[src/rtl/macc_err_monitor_if.sv]
// Control, sample and metric signals between a MACC-pair driver and macc_err_monitor.
// The bias signal exists only when MACC_ERRMON_BIAS_EN is defined.
interface macc_err_monitor_if #(
    parameter int DW    = 16,
    parameter int SAE_W = 32,
    parameter int SSE_W = 48,
    parameter int CNT_W = 16
) ();
    logic             start;
    logic             in_valid;
    logic [DW-1:0]    exact_in;
    logic [DW-1:0]    approx_in;
    logic [CNT_W-1:0] win_len;
    logic             busy;
    logic             done;
    logic [CNT_W-1:0] count;
    logic [SAE_W-1:0] sae;
    logic [SSE_W-1:0] sse;
    logic [DW-1:0]    max_ae;
    logic             sat;
`ifdef MACC_ERRMON_BIAS_EN
    logic signed [SAE_W:0] bias;
`endif

    modport master (
`ifdef MACC_ERRMON_BIAS_EN
        input  bias,
`endif
        output start, in_valid, exact_in, approx_in, win_len,
        input  busy, done, count, sae, sse, max_ae, sat
    );

    modport slave (
`ifdef MACC_ERRMON_BIAS_EN
        output bias,
`endif
        input  start, in_valid, exact_in, approx_in, win_len,
        output busy, done, count, sae, sse, max_ae, sat
    );
endinterface

[src/rtl/macc_err_monitor.sv]
// Windowed error metrics (count, SAE, SSE, max |err|) between exact and approximate MACC outputs.
// Define MACC_ERRMON_BIAS_EN to add the saturating signed bias sum output.
module macc_err_monitor #(
    parameter int DW    = 16,
    parameter int SAE_W = 32,
    parameter int SSE_W = 48,
    parameter int CNT_W = 16,
    parameter int SKIP  = 2
) (
    input  logic              Clk,
    input  logic              aclr_n,
    macc_err_monitor_if.slave bus
);
    localparam int SKIP_W = (SKIP > 0) ? $clog2(SKIP + 1) : 1;
    localparam logic [SKIP_W-1:0] SKIP_INIT = SKIP_W'(SKIP);

    typedef enum logic [1:0] {
        ST_IDLE  = 2'd0,
        ST_SKIP  = 2'd1,
        ST_ACCUM = 2'd2,
        ST_DONE  = 2'd3
    } state_t;

    // Result MSB flags overflow; the value is clamped to all-ones in that case.
    function automatic logic [SAE_W:0] sae_add(input logic [SAE_W-1:0] acc, input logic [DW-1:0] ae);
        logic [SAE_W:0] sum;
        sum = {1'b0, acc} + (SAE_W+1)'(ae);
        if (sum[SAE_W]) sae_add = {1'b1, {SAE_W{1'b1}}};
        else            sae_add = sum;
    endfunction

    function automatic logic [SSE_W:0] sse_add(input logic [SSE_W-1:0] acc, input logic [2*DW-1:0] sq);
        logic [SSE_W:0] sum;
        sum = {1'b0, acc} + (SSE_W+1)'(sq);
        if (sum[SSE_W]) sse_add = {1'b1, {SSE_W{1'b1}}};
        else            sse_add = sum;
    endfunction

`ifdef MACC_ERRMON_BIAS_EN
    function automatic logic signed [SAE_W:0] bias_add(input logic signed [SAE_W:0] acc,
                                                       input logic signed [DW:0] d);
        logic signed [SAE_W+1:0] sum;
        sum = (SAE_W+2)'(acc) + (SAE_W+2)'(d);
        if (sum[SAE_W+1] != sum[SAE_W]) begin
            if (sum[SAE_W+1]) bias_add = {1'b1, {SAE_W{1'b0}}};
            else              bias_add = {1'b0, {SAE_W{1'b1}}};
        end else begin
            bias_add = sum[SAE_W:0];
        end
    endfunction

    logic signed [DW:0]    s1_diff_r;
    logic signed [SAE_W:0] bias_r;
    assign bus.bias = bias_r;
`endif

    state_t            state_r, state_nx_s;
    logic [CNT_W-1:0]  win_len_r, acc_cnt_r, count_r;
    logic [SKIP_W-1:0] skip_cnt_r;
    logic              s1_vld_r, s1_vld_nx_s, accept_s, last_s;
    logic [DW-1:0]     s1_ae_r, ae_s, max_ae_r;
    logic [2*DW-1:0]   sq_s;
    logic [SAE_W-1:0]  sae_r;
    logic [SSE_W-1:0]  sse_r;
    logic [SAE_W:0]    sae_nx_s;
    logic [SSE_W:0]    sse_nx_s;
    logic              sat_r, done_r, busy_r;

    assign bus.busy   = busy_r;
    assign bus.done   = done_r;
    assign bus.count  = count_r;
    assign bus.sae    = sae_r;
    assign bus.sse    = sse_r;
    assign bus.max_ae = max_ae_r;
    assign bus.sat    = sat_r;

    // Absolute error of the incoming sample, unsigned and overflow free.
    always_comb begin
        if (bus.exact_in >= bus.approx_in) ae_s = bus.exact_in - bus.approx_in;
        else                               ae_s = bus.approx_in - bus.exact_in;
    end

    assign sq_s     = s1_ae_r * s1_ae_r;
    assign sae_nx_s = sae_add(sae_r, s1_ae_r);
    assign sse_nx_s = sse_add(sse_r, sq_s);
    assign last_s   = s1_vld_r && ((count_r + CNT_W'(1)) == win_len_r);

    // Next state and stage-1 acceptance; start overrides whatever state we are in.
    always_comb begin
        state_nx_s  = state_r;
        s1_vld_nx_s = 1'b0;
        accept_s    = 1'b0;
        if (bus.start) begin
            if (bus.win_len == {CNT_W{1'b0}}) state_nx_s = ST_DONE;
            else if (SKIP > 0)                state_nx_s = ST_SKIP;
            else                              state_nx_s = ST_ACCUM;
        end else begin
            case (state_r)
                ST_SKIP: begin
                    if (bus.in_valid && (skip_cnt_r == SKIP_W'(1))) state_nx_s = ST_ACCUM;
                    else                                             state_nx_s = ST_SKIP;
                end
                ST_ACCUM: begin
                    accept_s    = bus.in_valid && (acc_cnt_r < win_len_r);
                    s1_vld_nx_s = accept_s;
                    if (last_s) state_nx_s = ST_DONE;
                    else        state_nx_s = ST_ACCUM;
                end
                ST_IDLE:  state_nx_s = ST_IDLE;
                ST_DONE:  state_nx_s = ST_DONE;
                default:  state_nx_s = ST_IDLE;
            endcase
        end
    end

    // Window FSM, two-stage error pipeline and registered metric outputs.
    always_ff @(posedge Clk or negedge aclr_n) begin
        if (!aclr_n) begin
            state_r    <= ST_IDLE;
            win_len_r  <= {CNT_W{1'b0}};
            acc_cnt_r  <= {CNT_W{1'b0}};
            skip_cnt_r <= {SKIP_W{1'b0}};
            s1_vld_r   <= 1'b0;
            s1_ae_r    <= {DW{1'b0}};
            count_r    <= {CNT_W{1'b0}};
            sae_r      <= {SAE_W{1'b0}};
            sse_r      <= {SSE_W{1'b0}};
            max_ae_r   <= {DW{1'b0}};
            sat_r      <= 1'b0;
            done_r     <= 1'b0;
            busy_r     <= 1'b0;
`ifdef MACC_ERRMON_BIAS_EN
            s1_diff_r  <= {(DW+1){1'b0}};
            bias_r     <= {(SAE_W+1){1'b0}};
`endif
        end else begin
            state_r  <= state_nx_s;
            s1_vld_r <= s1_vld_nx_s;
            busy_r   <= (state_nx_s == ST_SKIP) || (state_nx_s == ST_ACCUM) || s1_vld_nx_s;
            if (bus.start) begin
                win_len_r  <= bus.win_len;
                acc_cnt_r  <= {CNT_W{1'b0}};
                skip_cnt_r <= SKIP_INIT;
                count_r    <= {CNT_W{1'b0}};
                sae_r      <= {SAE_W{1'b0}};
                sse_r      <= {SSE_W{1'b0}};
                max_ae_r   <= {DW{1'b0}};
                sat_r      <= 1'b0;
                done_r     <= (bus.win_len == {CNT_W{1'b0}});
`ifdef MACC_ERRMON_BIAS_EN
                bias_r     <= {(SAE_W+1){1'b0}};
`endif
            end else begin
                if ((state_r == ST_SKIP) && bus.in_valid) skip_cnt_r <= skip_cnt_r - SKIP_W'(1);
                if (accept_s) begin
                    s1_ae_r   <= ae_s;
                    acc_cnt_r <= acc_cnt_r + CNT_W'(1);
`ifdef MACC_ERRMON_BIAS_EN
                    s1_diff_r <= $signed({1'b0, bus.approx_in}) - $signed({1'b0, bus.exact_in});
`endif
                end
                if (s1_vld_r) begin
                    count_r <= count_r + CNT_W'(1);
                    sae_r   <= sae_nx_s[SAE_W-1:0];
                    sse_r   <= sse_nx_s[SSE_W-1:0];
                    sat_r   <= sat_r | sae_nx_s[SAE_W] | sse_nx_s[SSE_W];
                    if (s1_ae_r > max_ae_r) max_ae_r <= s1_ae_r;
`ifdef MACC_ERRMON_BIAS_EN
                    bias_r  <= bias_add(bias_r, s1_diff_r);
`endif
                end
                if (last_s) done_r <= 1'b1;
            end
        end
    end
endmodule

[src/flat_wrapper.sv]
// flat-port wrapper written by rule: the top's interface ports become plain ports
module macc_err_monitor_flat 
#(
    parameter int DW    = 16,
    parameter int SAE_W = 32,
    parameter int SSE_W = 48,
    parameter int CNT_W = 16,
    parameter int SKIP  = 2
)
  (Clk, aclr_n, bus_start, bus_in_valid, bus_exact_in, bus_approx_in, bus_win_len, bus_busy, bus_done, bus_count, bus_sae, bus_sse, bus_max_ae, bus_sat);
  macc_err_monitor_if #(.DW(DW), .SAE_W(SAE_W), .SSE_W(SSE_W), .CNT_W(CNT_W)) bus_i ();
  input  logic Clk;
  input  logic aclr_n;
  input wire logic [$bits(bus_i.start)-1:0] bus_start;
  input wire logic [$bits(bus_i.in_valid)-1:0] bus_in_valid;
  input wire logic [$bits(bus_i.exact_in)-1:0] bus_exact_in;
  input wire logic [$bits(bus_i.approx_in)-1:0] bus_approx_in;
  input wire logic [$bits(bus_i.win_len)-1:0] bus_win_len;
  output wire logic [$bits(bus_i.busy)-1:0] bus_busy;
  output wire logic [$bits(bus_i.done)-1:0] bus_done;
  output wire logic [$bits(bus_i.count)-1:0] bus_count;
  output wire logic [$bits(bus_i.sae)-1:0] bus_sae;
  output wire logic [$bits(bus_i.sse)-1:0] bus_sse;
  output wire logic [$bits(bus_i.max_ae)-1:0] bus_max_ae;
  output wire logic [$bits(bus_i.sat)-1:0] bus_sat;
  assign bus_i.start = bus_start;
  assign bus_i.in_valid = bus_in_valid;
  assign bus_i.exact_in = bus_exact_in;
  assign bus_i.approx_in = bus_approx_in;
  assign bus_i.win_len = bus_win_len;
  assign bus_busy = bus_i.busy;
  assign bus_done = bus_i.done;
  assign bus_count = bus_i.count;
  assign bus_sae = bus_i.sae;
  assign bus_sse = bus_i.sse;
  assign bus_max_ae = bus_i.max_ae;
  assign bus_sat = bus_i.sat;
  macc_err_monitor #(.DW(DW), .SAE_W(SAE_W), .SSE_W(SSE_W), .CNT_W(CNT_W), .SKIP(SKIP)) u_core (.Clk(Clk), .aclr_n(aclr_n), .bus(bus_i));
endmodule
[config.mk]
export PLATFORM = sky130hd
export DESIGN_NAME = macc_err_monitor_flat
export DESIGN_NICKNAME = d
export VERILOG_FILES = /design/src/rtl/macc_err_monitor_if.sv /design/src/rtl/macc_err_monitor.sv /design/src/flat_wrapper.sv
export SDC_FILE = /design/constraint.sdc
export NUM_CORES = 1
export LEC_CHECK = 0
export ABC_AREA = 1
export CAP_MARGIN = 30
export CORE_MARGIN = 4
export CORE_UTILIZATION = 49
export CTS_BUF_LIST = sky130_fd_sc_hd__clkbuf_4 sky130_fd_sc_hd__clkbuf_8
export DETAILED_ROUTE_END_ITERATION = 7
export PLACE_DENSITY = 0.67
export SLEW_MARGIN = 30
export SYNTH_ARGS = -nofsm -noshare
export SYNTH_HDL_FRONTEND = slang
export SYNTH_SLANG_ARGS = --single-unit
[constraint.sdc]
create_clock -name Clk -period 7.3 [get_ports Clk]
set_clock_uncertainty 0.2 [all_clocks]
set_input_delay 0.73 -clock Clk [delete_from_list [all_inputs] [get_ports Clk]]
set_output_delay 0.73 -clock Clk [all_outputs]
set_load 0.01 [all_outputs]
==> reports/metrics.cfg <==
[die]
coreArea_um2 = 41900
die_x_um = 214
die-area_um2 = 45600
die_h_um = 214
placementRows = 75
io_pins = 167
initial_core_util_pct = 49.5

[detailed_routing]
ant_nets = 0
drt-wirelength-per-cell_um = 17.8
wl_met1_um = 26400
first_pass_iters = 5
drc = 0
avgViaCountPerCell = 5.37
vias = 18900
topRoutingLayerUsed = met4
totalWireLength_um = 62500
drt_iter0_drc = 1387
dr_wl_met3_um = 4010
routed-wl-met2_um = 30400

[setup_path]
cp_top_family = adder cells
crit_end = u_core.bus.sat
start_kind = register
startpoint = u_core.s1_ae_r[11]
crit_fanout = 16
slowest_delay_ns = 0.87
slowest_stage = dfrtp_1
r2r_start = u_core.s1_ae_r[11]
arrival_ns = 7.05
cp-end-kind = register
ff2ff_path_depth = 21
cp.depth = 21
critPathBufInv = 3
worstSetupPathType = reg2reg
r2r_setup_slack_ns = 0.44
timing.rr.end = u_core.bus.sat
crit_path_frequent_cell = fa_1
worstPathCellList = nand2_1 > fa_1 > inv_1 > fa_1 > fa_1 > fa_1 > fa_1 > inv_1 > fa_1 > inv_1 > ha_1 > a21oi_1 > o21ai_0 > a21oi_1 > nand2_1 > nand2_1 > nand3_2 > nand2_2 > nand2_1 > a21oi_1 > nor2_1
worstPathRequired_ns = 7.48

[place]
port_buffers = 166
globalplace.congestion = 0.966
hpwl_um = 50100
dpl_cell_area_um2 = 23000

[layout]
nFillCells = 4040
layout.nets = 3397
num_antenna_cells = 0
stdcell_area_um2 = 23300
final_util_pct = 55.7
syn_to_final_growth_pct = 12.6
drive_gt1_share_pct = 4.21

[hold_path]
hold_path.class = in2async

[pwr]
switching_power_mw = 3.26
peakVddDrop_uv = 312
total_power_mw = 6.02
p_clk_share_pct = 11.2
p_sw_share_pct = 54.1
p_per_area_nw_per_um2 = 258
p_comb_share_pct = 70.1
internal-power_mw = 2.76
p_leak_nw = 12.6
seq_power_share_pct = 18.7

[timing]
rsz0062_at_grt = no
min_period_over_period_pct = 94.0
worstMarginPinSlew_ns = 0.758
drv_slew = 0
relSlewSlack_pct = 48.2
finalSetupViolCount = 0
hold_slack_ns = 0.0529
finalCriticalPeriod_ns = 6.86
fin_tns_setup_ns = 0
final-hold-violation-count = 0
fmax_mhz = 146

[clock_tree]
cts_root_buf = clkbuf_8
cts_resized = 0
postCtsSetupRepairBufs = 0
h-tree-depth = 4
numCtsBuffers = 17
clk_latency_ns = 0.52
cts.sinks = 168
cts_tree = yes
cts.path.max_buffers = 2
holdBufCountCts = 0
clk_pin_slew_ns = 0.11

[logic_synthesis]
ys_types = 53
synth_area_leaders = dfrtp_1 20%, fa_1 19%, nand2_1 12%
synth-seq-cells = 168
avgSynthCellArea_um2 = 7.36
yosys.area.top_type = dfrtp_1
synth_cells = 2817
synth_warnings = 0
ys_seq_area_share_pct = 20.3
yosysTopAreaCellShare_pct = 20.3
synth_nets = 3259
syn-cell-area_um2 = 20700

[global_routing]
grt_pass1_wl_um = 101000
antenna_found_initial = 0
grt_remaining_overflow = 0
grt_pass1_vias = 19100
gr-usage-all-layers_pct = 28.0
grt_max_degree = 96

[outcome]
status = finished clean

[job]
drv_cap = 0

-- cells by family after synthesis --
group,share of synthesized area [%]
AND/OR/NAND/NOR,22.2
buffers and inverters,12.7
AO/OA/AOI/OAI,10.5
adder cells (fa/ha/maj),30.7
flip-flops,20.3
XOR/XNOR,3.68
multiplexers,0.0543
-- cell type report --
| type | instances | area, µm² | share of cell area (%) |
|---|---|---|---|
| clock buffer | 18 | 248 | 1.06 |
| clock inverter | 14 | 111 | 0.477 |
| inverter | 602 | 2260 | 9.71 |
| multi-input combinational | 1967 | 13900 | 59.6 |
| sequential | 168 | 4200 | 18.0 |
| tap | 539 | 674 | 2.89 |
| timing repair buffer | 199 | 1910 | 8.20 |
-- layout by cell type (no fill, tap or decap), types with 3 or more instances in the layout --
master	count
ha_1	193
nor2_4	7
o21a_1	4
o21bai_1	9
a21oi_1	124
xnor2_1	20
nand4_1	32
nor3_1	26
o21ai_2	4
nor2_2	8
a21oi_2	4
nor2_1	155
o21ai_0	154
clkbuf_8	18
clkinv_2	4
clkdlybuf4s50_1	164
fa_1	197
o211ai_1	8
inv_6	4
inv_1	587
o21ai_1	53
clkinvlp_4	3
inv_8	3
buf_4	32
a21o_1	15
dfrtp_1	168
nand2_1	681
nor4_1	13
inv_2	12
nand2_2	8
nand3_1	145
a31oi_1	8
o22ai_1	8
xor2_1	67
-- how the worst min path moves through the flow --
stage	start	to	slack, ns	cells after the start
2_1_floorplan	aclr_n	u_core.acc_cnt_r[0]	0.23	0
3_3_place_gp	u_core.bus.sat	u_core.bus.sat	0.28	2
3_5_place_dp	u_core.bus.sat	u_core.bus.sat	0.29	2
4_1_cts	aclr_n	u_core.bus.sse[31]	0.07	1
5_1_grt	aclr_n	u_core.bus.sse[31]	0.09	1
6_report	aclr_n	u_core.bus.sse[31]	0.05	1
-- Yosys cell counts (all sizes together) --
cell and n:
nand2 690, inv 601, o21ai 211, fa 197
ha 193, nor2 170, dfrtp 168, nand3 147
a21oi 128, xor2 67, clkbuf 50, nand4 32
buf 30, nor3 27, xnor2 20, a21o 15
nor4 15, o21bai 10, a31oi 8, o211ai 8
o22ai 8, o21a 4, a22o 2, a31o 2
and3 2, or2 2, a2111oi 1, a21boi 1
and2 1, clkinv 1, mux2 1, nand3b 1
nor3b 1, nor4b 1, o31ai 1, or3 1
-- stage by stage --
stage | instances | worst slack [ns]
after floorplan | 2817 | 1.15
after global placement | 3475 | 0.540
after detailed placement | 3475 | 0.503
after CTS | 3507 | 0.469
after global routing | 3507 | 0.123
final | 3507 | 0.439
-- power by group through the flow --
stage | logic, mW | registers (mW) | clock network [mW]
3_3_place_gp | 4.12 | 1.13 | 0
6_report | 4.22 | 1.12 | 0.676
2_1_floorplan | 3.11 | 1.03 | 0
5_1_grt | 4.85 | 1.13 | 0.729
3_5_place_dp | 4.23 | 1.14 | 0
4_1_cts | 4.24 | 1.12 | 0.689
-- sequential cells by signal, indices dropped and copies added, names as in the netlist, 2 cells and up --
register           count
u_core.state_r         2
u_core.s1_ae_r        16
u_core.skip_cnt_r      2
u_core.acc_cnt_r      16
u_core.bus.count      16
u_core.win_len_r      16
u_core.bus.sae        32
u_core.bus.max_ae     16
u_core.bus.sse        48
-- routing by layer --
metal	global-route usage [%]	vias to the layer above
met5	0	-
met4	8.45	0
met3	4.81	111
met2	47.6	621
met1	36.8	9094
li1	-	9024
-- worst reg2reg max path, stage by stage (launching register included) --
cell	delay, ns
dfrtp_1	0.87
nand2_1	0.28
fa_1	0.62
inv_1	0.06
fa_1	0.47
fa_1	0.52
fa_1	0.52
fa_1	0.56
inv_1	0.09
fa_1	0.54
inv_1	0.04
ha_1	0.34
a21oi_1	0.21
o21ai_0	0.19
a21oi_1	0.24
nand2_1	0.10
nand2_1	0.08
nand3_2	0.13
nand2_2	0.31
nand2_1	0.16
a21oi_1	0.15
nor2_1	0.05
No activity file was read; power rests on OpenSTA's default activity.
